**src/rtl/mux_pipe_pkg.sv**
```systemverilog
// mux_pipe_pkg: shared constants and state type for the pipelined operand mux
package mux_pipe_pkg;
  localparam int MUX_PIPE_MAX_IN = 16;
  typedef enum logic [1:0] {EMPTY, ONE, TWO} state_t;
endpackage

```
**src/rtl/mux_n_sel.sv**
```systemverilog
// mux_n_sel: combinational NUM_IN-way word selector; out-of-range select yields zero with err set
module mux_n_sel import mux_pipe_pkg::*; #(
  parameter int WIDTH  = 32,
  parameter int NUM_IN = 4,
  parameter int SEL_W  = $clog2(NUM_IN)
) (
  input  logic [NUM_IN*WIDTH-1:0] data,
  input  logic [SEL_W-1:0]        sel,
  output logic [WIDTH-1:0]        word,
  output logic                    err
);
  always_comb begin
    word = '0;
    err  = 1'b1;
    for (int k = 0; k < NUM_IN; k++)
      if (int'(sel) == k) begin
        word = data[k*WIDTH +: WIDTH];
        err  = 1'b0;
      end
  end
endmodule

```
**src/rtl/mux_pipe_skid.sv**
```systemverilog
// mux_pipe_skid: registered N-input operand mux with 2-entry skid buffer; MUX_PIPE_BYPASS_EN adds an empty-stage bypass
module mux_pipe_skid import mux_pipe_pkg::*; #(
  parameter int WIDTH  = 32,
  parameter int NUM_IN = 4,
  parameter int SEL_W  = $clog2(NUM_IN)
) (
  input  logic                    clk,
  input  logic                    rst_n,
  input  logic [NUM_IN*WIDTH-1:0] in_data,
  input  logic [SEL_W-1:0]        in_sel,
  input  logic                    in_valid,
  output logic                    in_ready,
  input  logic                    flush,
  output logic [WIDTH-1:0]        out_data,
  output logic [SEL_W-1:0]        out_sel,
  output logic                    out_err,
  output logic                    out_valid,
  input  logic                    out_ready
);
  typedef struct packed {
    logic [WIDTH-1:0] data;
    logic [SEL_W-1:0] sel;
    logic             err;
  } entry_t;
  state_t state, state_nxt;
  entry_t head, head_nxt, skid, skid_nxt, cur;
  logic [WIDTH-1:0] word;
  logic err, accept, emit, bypass;
  mux_n_sel #(.WIDTH(WIDTH), .NUM_IN(NUM_IN), .SEL_W(SEL_W)) u_sel (
    .data (in_data),
    .sel  (in_sel),
    .word (word),
    .err  (err)
  );
  assign cur = {word, in_sel, err};
`ifdef MUX_PIPE_BYPASS_EN
  assign bypass = state == EMPTY && in_valid && out_ready && !flush;
`else
  assign bypass = 1'b0;
`endif
  assign in_ready  = state != TWO;
  assign accept    = in_valid && in_ready;
  assign out_valid = state != EMPTY || bypass;
  assign emit      = out_valid && out_ready;
  assign {out_data, out_sel, out_err} = bypass ? cur : head;
  always_comb begin
    state_nxt = state;
    head_nxt  = head;
    skid_nxt  = skid;
    case (state)
      EMPTY: if (accept && !bypass) begin
        state_nxt = ONE;
        head_nxt  = cur;
      end
      ONE: if (accept && emit) head_nxt = cur;
        else if (accept) begin
          state_nxt = TWO;
          skid_nxt  = cur;
        end else if (emit) state_nxt = EMPTY;
      TWO: if (emit) begin
        state_nxt = ONE;
        head_nxt  = skid;
      end
      default: state_nxt = EMPTY;
    endcase
    if (flush) state_nxt = EMPTY;
  end
  always_ff @(posedge clk or negedge rst_n)
    if (!rst_n) begin
      state <= EMPTY;
      head  <= '0;
      skid  <= '0;
    end else begin
      state <= state_nxt;
      head  <= head_nxt;
      skid  <= skid_nxt;
    end
endmodule

```
**config.mk**
```make
export PLATFORM = sky130hd
export DESIGN_NAME = mux_pipe_skid
export DESIGN_NICKNAME = d
export VERILOG_FILES = /design/src/rtl/mux_pipe_pkg.sv /design/src/rtl/mux_n_sel.sv /design/src/rtl/mux_pipe_skid.sv
export SDC_FILE = /design/constraint.sdc
export NUM_CORES = 1
export LEC_CHECK = 0
export BUFFER_PORTS_ARGS = -buffer_cell sky130_fd_sc_hd__buf_4
export CORE_AREA = 2 2 95 97
export CTS_BUF_LIST = sky130_fd_sc_hd__clkbuf_4 sky130_fd_sc_hd__clkbuf_8 sky130_fd_sc_hd__clkbuf_16
export DETAILED_ROUTE_END_ITERATION = 12
export DIE_AREA = 0 0 97 99
export MAX_ROUTING_LAYER = met4
export PLACE_DENSITY = 0.8
export SYNTH_ARGS = -nofsm -noshare
export SYNTH_HDL_FRONTEND = slang
export SYNTH_HIERARCHICAL = 1
export SYNTH_SLANG_ARGS = --single-unit
```
**constraint.sdc**
```tcl
create_clock -name clk -period 1.9 [get_ports clk]
set_input_delay 0 -clock clk [delete_from_list [all_inputs] [get_ports clk]]
set_output_delay 0 -clock clk [all_outputs]
set_load 0.02 [all_outputs]
```
# Word level (Yosys, flattened, before mapping)
# Index checks and enable logic that the tools add are counted.
classes:
  n_eq_ne: 13
  mux: 19
  bitwise: 1
  n_reduce_logical: 10
ops:
  columns: ["op", "n"]
  rows:
  - ["32-bit two-way mux", 4]
  - ["35-bit two-way mux", 3]
  - ["35-bit one-hot mux with 3 select lines", 1]
  - ["2-bit two-way mux", 6]
  - ["3-bit inequality test, second input constant", 3]
  - ["2-bit inequality test, second input constant", 4]
  - ["4-bit AND reduction", 2]
  - ["2-bit equality test, second input constant", 3]
  - ["2-bit one-hot mux with 3 select lines", 1]
  - ["2-bit by 1-bit equality test with 1-bit output, second input constant", 2]
  - ["2-bit zero test", 2]
  - ["1-bit two-way mux", 4]
  - ["4-bit inequality test, second input constant", 1]
  - ["1-bit logical AND", 3]
  - ["3-bit AND reduction", 1]
  - ["3-bit nonzero test", 1]
  - ["2-bit nonzero test", 1]
  - ["1-bit inverter", 1]
totals:
  ff_bits: 72
  inputBits: 135
  out_inout_bits: 37
  word_cells: 50

# Depth between registers and ports, before layout
# Gate-level depths: netlist of run 1.
depth:
  word_depth: 7
  mapped_depth: 5
  depth_no_buf: 3

# Hierarchy
# The synthesis of run 1 kept the hierarchy.
by_module_without_submodules:
  columns: ["module", "instances", "cells_each", "area_per_inst_um2", "seq_area_each_um2"]
  rows:
  - ["mux_pipe_skid", 1, 202, 3304.4, 1801.7]
  - ["mux_n_sel", 1, 41, 825.8, 0.0]

# Worst setup path after synthesis of run 1
# OpenSTA, ideal clock, no wires.
synth_path:
  path_kind: "reg2reg"
  startpoint: "register state[1]"
  endpoint: "register skid[10] (netlist bit)"
  setup_ps: 125
  arrival_time_ps: 1383
  path_slack_ps: 392
  path_stages_with_launch: 6
  synth_period_minus_slack_ps: 1508
  cell_sequence: "dfrtp_1 > nor2b_1 > nor2b_1 > buf_2 > buf_6 > mux2_2"
synth_between:
  elab_chain_len: 5
  word_cells_on_any_way: 8
  classes_between: "eq/ne (2); bitwise (1); reduce/logical (5)"
synth_lines:
  columns: ["item", "line_no", "rtl"]
  rows:
  - ["from (decl)", "mux_pipe_skid.sv:25", "state_t state, state_nxt;"]
  - ["from (signal assigned)", "mux_pipe_skid.sv:74", "state <= state_nxt;"]
  - ["2-bit inequality test or 2-bit nonzero test (tied branches)", "mux_pipe_skid.sv:41, mux_pipe_skid.sv:43", null]
  - ["1-bit logical AND, on equally long branches", "mux_pipe_skid.sv:42, mux_pipe_skid.sv:44", null]
  - ["1-bit logical AND", "mux_pipe_skid.sv:55", "ONE: if (accept && emit) head_nxt = cur;"]
  - ["1-bit inverter (no line)", null, null]
  - ["3-bit AND reduction (no line) *", null, null]
  - ["to (signal assigned)", "mux_pipe_skid.sv:76", "skid <= skid_nxt;"]
  - ["to (decl)", "mux_pipe_skid.sv:26", "entry_t head, head_nxt, skid, skid_nxt, cur;"]
# Mark *: on every way between the ends. The rest lies on a longest branch, timed or not.
# A chain may end at the register's enable or synchronous reset.

# Worst setup path in the final report of run 1
layout_path:
  startpoint: "register state[0]"
  endpoint: "register state[0]"
layout_between:
  elab_chain_len: 6
  word_cells_on_any_way: 17
  classes_between: "eq/ne (7); mux (4); reduce/logical (6)"
layout_lines:
  columns: ["item", "line_no", "rtl"]
  rows:
  - ["2-bit inequality test", "mux_pipe_skid.sv:41", "assign in_ready = state != TWO;"]
  - ["1-bit logical AND", "mux_pipe_skid.sv:42", "assign accept = in_valid && in_ready;"]
  - ["2-bit two-way mux", "mux_pipe_skid.sv:56", "else if (accept) begin"]
  - ["2-bit two-way mux", "mux_pipe_skid.sv:55", null]
  - ["2-bit one-hot mux with 3 select lines", "mux_pipe_skid.sv:50", "case (state)"]
  - ["2-bit two-way mux", "mux_pipe_skid.sv:66", "if (flush) state_nxt = EMPTY;"]
# Several ways; a longest one is shown, not always the timed one. The select of a mux whose other input is x is not followed.

==> results.md, run 1 <==
* Die ar. at 9603 sq um
* RSZ-0062 raised after global routing: false
* Initial antenna violation count at 0
* All-Layer GR Usage at 0.2049
* Final setup vio count at 0
* Core Area at 8551 sq um
* Area delta synth->final at 39.02%
* Initial DRC Count at 57
* Clk root buf: clkbuf_8
* Pin count of the biggest net entering global routing at 42
* Starting Density at 0.4830
* Final Hold Fails at 0
* Pwr dens at 856.8 nW/um^2
* Seq/Total Area, Yosys at 0.4362
* DP Worst Slack at 0.2030 ns
* GP Congestion at 0.7593
* Post-layout instance area at 5742 sq um
* Via count at 2,803
* Max VDD drop at 0.0003983 V
* Post-CTS Setup Inserts at 0
* Die width at 97 um
* Worst EP required at 2.17 ns
* Final Skew at 0.004121 ns
* CTS tree: built
* EDFF count, synth at 0
* Fill cells at 633
* Area of the multi-input gates at 2117 sq um
* WL met3 at 387 um
* Vias per inst at 5.299
* Routed len/inst at 17.83 um
* Htree depth at 3
* TritonRoute pass-1 iters at 4
* Cells after synthesis at 243
* Vias in the first global route at 3,109
* FP Rows at 34
* DPL Wire Length at 7121 um
* Layout cells sized above 1 at 0.7126
* CTS max path bufs at 2
* Port bufs at 171
* FF+latch area at 1802 sq um
* Max-cap violations at 0
* First-pass GRT wire length at 14,990 um
* Die Y at 99 um
* Critical Path AT at 1.99 ns
* Setup ws final at 0.1762 ns
* Clk Latency, worst-skew pair at 0.33 ns
* Worst Hold Class: in2reg
* Yosys warnings at 6
* Drt drc at 0
* Placed cells at 509
* Critical path startpoint category: flop
* Largest stage delay, worst path at 0.57 ns
* Crit path time final at 1.724 ns
* Top Ports at 172
* Asr flop ratio synth at 1.000
* CP Class: reg2reg
* GRT overflow at 0
* Crit path capture type: flop
* Tcrit/Tclk final at 0.9073
* WL final at 9430 um
* Post-Syn Area at 4130 sq um
* Count of cell types in the netlist at 22
* Outcome: completed
* Setup TNS at 0 ns
* Clock Pin Slew Worst Setup and Hold Paths at 0.07 ns
* Fmax at 0.5801 GHz
* CP max-delay cell: dlygate4sd3_1
* Layout Nets at 551
* Yosys reg bits at 72
* Avg Cell Area, Syn at 17.00 sq um
* Top_reg_cell synth: dfrtp_1
* CP max FO at 5
* Antenna diodes at 0
* Finished Layout Cells at 529
* Final hold slack at 0.1226 ns
* Syn_nets at 378
* Clock sink total at 72
* Cts bufs inserted at 9
* Leakage at 2.653 nW
* Antenna Nets Post-Route at 0
* Highest Signal Layer: met4
* WL met1 at 3560 um
* Max Slew Vio Count at 0
* Placed cell areas at 5482 sq um
* Crit path cell chain: nand2b_1 > or3_1 > a31oi_1 > dlygate4sd3_1
* WL met2 at 5269 um
per-layer routing:
metal / track usage / vias up
met5: - / -
met4: 0.08451 / 0
met3: 0.03333 / 18
met2: 0.3675 / 91
met1: 0.2277 / 1414
li1: - / 1280
cell type report:
type,instances,share of cell area
multi-input combinational,150,0.3687
sequential,72,0.3138
timing repair buffer,182,0.2550
clock buffer,10,0.02397
tap,108,0.02353
clock inverter,6,0.01438
inverter,1,0.0006537
timing repair:
item	CTS	global route
hold endpoints to repair	71	0
hold buffers	4	0
resized for setup	0	0
cells by family (layout without fill, tap and decap cells):
group	count (synthesis)	in the layout	share of synthesized area
muxes	137	137	0.4899
buffers and inverters	21	199	0.05483
and+or+nand+nor	9	9	0.01303
DFF	72	72	0.4362
AOI/OAI and AO/OA	3	3	0.005150
other	1	1	0.0009079
path summary, 6_finish.rpt:
path	cells after the start	start	slack (ns)	endpoint
max	4	state[0]$_DFFE_PN0P_	0.18	state[0]$_DFFE_PN0P_
min	3	in_data[1]	0.12	skid[4]$_DFFE_PN0P_
max reg2reg	4	state[0]$_DFFE_PN0P_	0.18	state[0]$_DFFE_PN0P_
min reg2reg	1	skid[6]$_DFFE_PN0P_	0.49	skid[6]$_DFFE_PN0P_
max in group asynchronous	3	rst_n	1.21	skid[16]$_DFFE_PN0P_
min in group asynchronous	2	rst_n	0.14	state[1]$_DFFE_PN0P_
cell usage in the layout (no fill, tap or decap), drive strengths merged, types with 2 or more instances in the layout:
| cell | n |
|---|---|
| dlygate4sd3 | 4 |
| nor2b | 3 |
| clkbuf | 10 |
| clkinv | 3 |
| mux2 | 105 |
| bufinv | 2 |
| dfrtp | 72 |
| mux4 | 32 |
| buf | 178 |
stage by stage:
| step | utilization | power [mW] |
|---|---|---|
| after global routing | 0.6715 | 5.157 |
| final | 0.6715 | 4.919 |
| after global placement | 0.6411 | 3.557 |
| after detailed placement | 0.6411 | 3.638 |
| after floorplan | - | 2.989 |
| after CTS | 0.6715 | 4.976 |
registers in the layout, summed over array words and instances, names as in the netlist:
register  cells
skid         35
out_data     32
out_sel       2
state         2
out_err       1
critical path: cells and delay by family, from the launching register on:
kind	cells	cell delay (ns)
AND/OR/NAND/NOR	2	0.50
flip-flops	1	0.44
buffers and inverters	1	0.57
AO/OA/AOI/OAI	1	0.15
Yosys cell counts, types with 2 or more instances:
master   number  area [sq um]
mux4_2       30         675.7
buf_2         4         20.02
nor2b_1       3         18.77
mux2_4       30         450.4
mux2_1       33         371.6
mux4_1        2         52.55
buf_12        3         60.06
buf_6        12         135.1
mux2_2       42         473.0
dfrtp_1      72          1802
where the power goes:
group          total, mW  internal [mW]  switching, mW
sequential          2.11           1.91          0.203
combinational       1.49          0.909          0.579
clock               1.32          0.768          0.551
total               4.92           3.59           1.33
No activity file was read; power rests on OpenSTA's default activity.
==> inputs of run 2 (changes only) <==
- PLACE_DENSITY: 0.8 -> 0.79
==> run 2 against run 1 <==
  * Total power down 1.7%
  * Cell count up 0.38%
  * Utilization down 0.28 points
  * Global-route usage up 0.25 points
  * Critical path depth unchanged
  * Flip-flop and latch count unchanged
  * Via count up 1.6%
  * Worst setup slack worse by 0.020 ns
  * Die area unchanged
  * Register-to-register slack worse by 0.02 ns
  * Clock power down 5%
  * Critical path type unchanged
==> results.md, run 2 (synthesized netlist as in run 1, its figures left out) <==
* Clock power frac at 0.259
* First-pass GRT wire length at 15,340 um
* Vias per inst at 5.365
* CP max-delay cell: dlygate4sd3_1
* Tcrit/Tclk final at 0.9180
* Finished Layout Cells at 531
* Min-delay src: in_data[3]
* FP Rows at 34
* All-Layer GR Usage at 0.2073
* Max-cap violations at 0
* CP max FO at 5
* Routed len/inst at 17.66 um
* Via count at 2,849
* Htree depth at 3
* Area delta synth->final at 38.44%
* Worst Hold Class: in2reg
* Final setup vio count at 0
* Max Slew Vio Count at 0
* Clk Latency, worst-skew pair at 0.35 ns
* WL final at 9378 um
* Outcome: completed
* WL met1 at 3773 um
* Largest stage delay, worst path at 0.56 ns
* Initial DRC Count at 73
* Setup ws final at 0.1557 ns
* Worst path bufs/invs at 1
* Die Y at 99 um
* Most flop-heavy register: skid
* # hold bufs at CTS at 4
* CP delay by family, top: buffers and inverters
* GRT overflow at 0
* Critical path startpoint category: flop
* Final Hold Fails at 0
* Critical Path AT at 2.02 ns
* Placed cells at 511
* Clk root buf: clkbuf_8
* Leakage at 2.653 nW
* Die ar. at 9603 sq um
* WL met3 at 465 um
* Part of the power in registers at 0.436
* Max reg flops at 35
* Psw at 1.314 mW
* Starting Density at 0.4830
* Post-CTS Resized at 0
* CTS max path bufs at 2
* Vias in the first global route at 3,188
* Cts bufs inserted at 9
* Worst Hold Depth at 3
* Drt drc at 0
* Worst EP required at 2.18 ns
* Die width at 97 um
* Top Ports at 172
* Initial antenna violation count at 0
* Final Skew at 0.01220 ns
* Antenna diodes at 0
* DP Worst Slack at 0.1216 ns
* CTS tree: built
* GP Congestion at 0.8164
* CP Class: reg2reg
* RSZ-0062 raised after global routing: false
* Clock Pin Slew Worst Setup and Hold Paths at 0.08 ns
* Core Area at 8551 sq um
* Setup TNS at 0 ns
* Worst reg2reg startpoint: state[0]$_DFFE_PN0P_
* TritonRoute pass-1 iters at 4
* R2R cell count at 4
* Sink of the worst hold path: skid[6]$_DFFE_PN0P_
* Crit path cell chain: nand2b_1 > or3_1 > a31oi_1 > dlygate4sd3_1
* Crit path capture type: flop
* Crit path time final at 1.744 ns
* Antenna Nets Post-Route at 0
* DPL Wire Length at 6646 um
* Fmax at 0.5733 GHz
* Highest Signal Layer: met4
* R2R setup slack at 0.16 ns
* Sw Ratio at 0.2719
* Clock sink total at 72
* Port bufs at 171
* Pwr dens at 845.5 nW/um^2
* Cell Int Power at 3.520 mW
* Reg2Reg Capture Point: state[0]$_DFFE_PN0P_
* Max VDD drop at 0.0004178 V
* Layout cells sized above 1 at 0.7139
* Post-CTS Setup Inserts at 0
* WL met2 at 5004 um
* Most common cell after layout, fill and taps aside: buf_4
* Combinational share of power at 0.306
* Commonest non-fill, non-tap cells in the layout: 175 x buf_4, 72 x dfrtp_1, 42 x mux2_2, 33 x mux2_1
* Layout Nets at 553
* Pin count of the biggest net entering global routing at 39
-- run 2: cell types whose count changed in the layout (fill, tap and decap cells not counted) --
cell,delta
buf_12,-2
clkbuf_8,+1
clkinv_2,-1
buf_4,+4
clkinvlp_4,-1
bufinv_16,-1
clkbuf_4,+2
-- run 2: worst register-to-register path, delay by kind of cell (launching register included) --
kind,cells,cell delay [ns]
compound gates,1,0.17
simple gates,2,0.52
buf+inv,1,0.56
flops,1,0.45
-- run 2: metal layers --
metal | vias up | track usage
met3 | 16 | 0.03759
met1 | 1462 | 0.2486
met4 | 0 | 0.07584
met2 | 90 | 0.3531
li1 | 1281 | -
met5 | - | -
-- run 2: how the worst max path moves through the flow --
stage,cells after the start,start,end,slack [ns]
global route,4,state[0]$_DFFE_PN0P_,state[0]$_DFFE_PN0P_,0.06
finish,4,state[0]$_DFFE_PN0P_,state[0]$_DFFE_PN0P_,0.16
floorplan,5,state[1]$_DFFE_PN0P_,skid[10]$_DFFE_PN0P_,0.39
CTS,4,state[0]$_DFFE_PN0P_,state[0]$_DFFE_PN0P_,0.18
detailed placement,5,in_sel[0],out_data[11]$_DFFE_PN0P_,0.12
global placement,5,in_sel[0],out_data[15]$_DFFE_PN0P_,0.19
-- run 2: metrics by stage --
step	util	total power, mW	instance area, sq um	hold WS [ns]
2_1_floorplan	-	2.989	4130	-0.2956
3_3_place_gp	0.6399	3.558	5472	0.001046
3_5_place_dp	0.6399	3.619	5472	0.001738
4_1_cts	0.6687	4.880	5718	0.1063
5_1_grt	0.6687	5.074	5718	0.1106
6_report	0.6687	4.835	5718	0.1112
-- run 2: power groups by stage --
stage	Clock [mW]	Combinational, mW	Sequential [mW]
after floorplan	0	0.723	2.27
after global placement	0	1.45	2.11
after detailed placement	0	1.49	2.13
after CTS	1.28	1.50	2.11
after global routing	1.34	1.58	2.16
final	1.25	1.48	2.11
-- run 2: cell type report --
class,count,area (sq um)
tap,108,135.1
inverter,1,3.754
sequential,72,1802
multi-input combinational,150,2117
clock buffer,13,166.4
clock inverter,3,40.04
fill,608,2833
timing repair buffer,184,1454
==> inputs of run 3 (changes only) <==
- CORE_AREA: 2 2 95 97 -> 2 2 94 96
- DIE_AREA: 0 0 97 99 -> 0 0 96 98
- PLACE_DENSITY: 0.79 -> 0.78
- SYNTH_HIERARCHICAL: 1 -> unset
==> run 3 against run 2 <==
  * Count of clock-buffer cells in the layout did not move
  * Clock skew fell by 0.0055 ns
  * Sequential share of layout area rose by 1.3 points
  * Wire length rose by 7.4%
  * Critical path depth did not move
  * Final area fell by 4.0%
  * Fmax fell by 0.25%
  * Synthesized cell count rose by 5.3%
  * Critical path type unchanged
==> results.md, run 3 <==
* Final Hold Fails at 0
* Sink of the worst hold path: state[0]$_DFFE_PN0P_
* GR Layer Usage met2 at 0.3814
* Sw Ratio at 0.2822
* Die ar. at 9408 sq um
* Reg2Reg Capture Point: out_data[5]$_DFFE_PN0P_
* Outcome: completed
* Area delta synth->final at 40.43%
* Syn_nets at 391
* Worst reg2reg startpoint: state[1]$_DFFE_PN0P_
* Top-area cell type share of the netlist area at 0.4609
* Cell Int Power at 3.242 mW
* R2R cell count at 4
* Leakage at 2.602 nW
* Crit path cell chain: nor2b_1 > and2_1 > buf_12 > a221o_1
* Final Skew at 0.006741 ns
* Die width at 96 um
* CP max-delay cell: dfrtp_1
* Die Y at 98 um
* Clock power frac at 0.252
* Combinational share of power at 0.288
* Largest stage delay, worst path at 0.57 ns
* GR Layer Usage met3 at 0.05093
* Crit path time final at 1.749 ns
* R2R setup slack at 0.15 ns
* Worst Hold Depth at 4
* CP Class: reg2reg
* FP Rows at 34
* Fill cells at 657
* Post-Syn Area at 3909 sq um
* Fmax at 0.5719 GHz
* Synth area leaders: dfrtp_1 46%, mux4_2 16%, mux2_2 10%
* Avg Cell Area, Syn at 15.27 sq um
* Htree depth at 3
* Crit path capture type: flop
* Seq/Total Area, Yosys at 0.4609
* CP delay by family, top: flip-flops
* Core Area at 8466 sq um
* Routed len/inst at 18.82 um
* CP max FO at 25
* Max Slew Vio Count at 0
* Pwr dens at 822.9 nW/um^2
* Worst path bufs/invs at 1
* Part of the power in registers at 0.460
* Most frequent cells after synthesis: 72 x dfrtp_1, 36 x mux2_2, 32 x a221o_1, 32 x and4b_1, 28 x mux4_2
* Critical path startpoint category: flop
* Min-delay src: in_valid
* Clk root buf: clkbuf_8
* CTS tree: built
* Clock sink total at 72
* Via count at 3,125
* Max-cap violations at 0
* Initial antenna violation count at 0
* Antenna diodes at 0
* TritonRoute pass-1 iters at 4
* Layout Nets at 557
* CTS max path bufs at 2
* Layout cells sized above 1 at 0.6276
* Tcrit/Tclk final at 0.9204
* Top_reg_cell synth: dfrtp_1
* Top Ports at 172
* Critical Path AT at 1.97 ns
* Vias in the first global route at 3,287
* WL final at 10,070 um
* Commonest non-fill, non-tap cells in the layout: 181 x buf_4, 72 x dfrtp_1, 36 x mux2_2, 32 x and4b_1, 32 x a221o_1
* Most frequent cell after synthesis: dfrtp_1
* Asr flop ratio synth at 1.000
* Synth area leader: dfrtp_1
* Starting Density at 0.4617
* Gr busiest metal: met2
* Setup TNS at 0 ns
* Max VDD drop at 0.0004210 V
* RSZ-0062 raised after global routing: false
* Util after Layout at 0.6484
* Post-CTS Resized at 0
* Count of cell types in the netlist at 26
* Initial DRC Count at 132
* Worst Hold Class: in2reg
* Yosys warnings at 0
* Worst EP required at 2.12 ns
* Antenna Nets Post-Route at 0
* Cts bufs inserted at 9
* Psw at 1.275 mW
* Cells after synthesis at 256
* GP Congestion at 0.7601
* Port bufs at 171
* GRT overflow at 0
* FF+latch area at 1802 sq um
* Drt drc at 0
* All-Layer GR Usage at 0.2313
* Pin count of the biggest net entering global routing at 40
* Clock Pin Slew Worst Setup and Hold Paths at 0.07 ns
* DPL Wire Length at 7311 um
* Vias per inst at 5.841
* Most common cell after layout, fill and taps aside: buf_4
* First-pass GRT wire length at 16,210 um
* Yosys reg bits at 72
* Max reg flops at 35
* Final setup vio count at 0
* Most flop-heavy register: skid
* Clk Latency, worst-skew pair at 0.34 ns
* EDFF count, synth at 0
* Worst-Margin Slew at 0.6358 ns
* Max_slew headroom at 0.5761
* Routing usage on met1 at 0.2885
* Area of the multi-input gates at 1942 sq um
==> run 3: changes by cell type in the layout (fill, tap and decap cells not counted), sizes merged, moves of 2 or more <==
cell	delta
mux2	-67
dlygate4sd3	-2
and4b	+32
buf	+3
a21oi	+3
a221o	+32
==> run 3: cells by family after synthesis <==
| kind of cell | after synthesis | share of synthesized area |
|---|---|---|
| muxes | 70 | 0.2977 |
| DFF | 72 | 0.4609 |
| AOI/OAI and AO/OA | 38 | 0.09315 |
| buffers and inverters | 31 | 0.04545 |
| and+or+nand+nor | 45 | 0.1028 |
==> run 3: layout make-up <==
| type | count | share of cell area |
|---|---|---|
| Timing Repair Buffer | 185 | 0.2585 |
| Multi-Input combinational cell | 153 | 0.3538 |
| Clock buffer | 13 | 0.03146 |
| Tap cell | 108 | 0.02462 |
| Sequential cell | 72 | 0.3282 |
| Inverter | 1 | 0.0006838 |
| Clock inverter | 3 | 0.002735 |
==> run 3: repair_timing <==
action | 4_1_cts | 5_1_grt
buffers inserted | 0 | 0
hold buffers | 2 | 0
hold endpoints to repair | 67 | 0
==> run 3: stage by stage <==
stage	total power, mW	std cells	hold WS, ns	setup slack (ns)	cell area [sq um]
3_3_place_gp	3.364	517	-0.03019	0.2368	5281
3_5_place_dp	3.422	517	-0.02193	0.1389	5281
2_1_floorplan	2.805	256	-0.2956	0.2255	3909
6_report	4.517	535	0.07957	0.1513	5489
5_1_grt	4.751	535	0.09393	0.03735	5489
4_1_cts	4.558	535	0.06821	0.1341	5489
==> run 3: power groups by stage <==
stage               clock (mW)  sequential, mW  combinational [mW]
floorplan                    0            2.20               0.605
global placement             0            2.09                1.27
detailed placement           0            2.10                1.32
CTS                       1.16            2.08                1.32
global route              1.23            2.12                1.39
finish                    1.14            2.08                1.30
==> run 3: per-layer routing <==
| layer | vias up | wire length (um) |
|---|---|---|
| met3 | 8 | 560 |
| met1 | 1613 | 4107 |
| met2 | 108 | 5286 |
| met5 | - | 0 |
| li1 | 1396 | - |
| met4 | 0 | 116 |
==> run 3: worst register-to-register path, cell delays in order, from the launching register on <==
cell and delay (ns):
dfrtp_1 0.57, nor2b_1 0.17, and2_1 0.31, buf_12 0.22, a221o_1 0.37
==> run 3: worst max-delay path by stage <==
stage	end	start	depth (start not counted)	slack [ns]
2_1_floorplan	out_sel[0]$_DFFE_PN0P_	state[0]$_DFFE_PN0P_	5	0.23
3_3_place_gp	out_data[8]$_DFFE_PN0P_	state[1]$_DFFE_PN0P_	4	0.24
3_5_place_dp	out_data[5]$_DFFE_PN0P_	state[1]$_DFFE_PN0P_	4	0.14
4_1_cts	out_data[5]$_DFFE_PN0P_	state[1]$_DFFE_PN0P_	4	0.13
5_1_grt	out_data[5]$_DFFE_PN0P_	state[1]$_DFFE_PN0P_	4	0.04
6_report	out_data[5]$_DFFE_PN0P_	state[1]$_DFFE_PN0P_	4	0.15
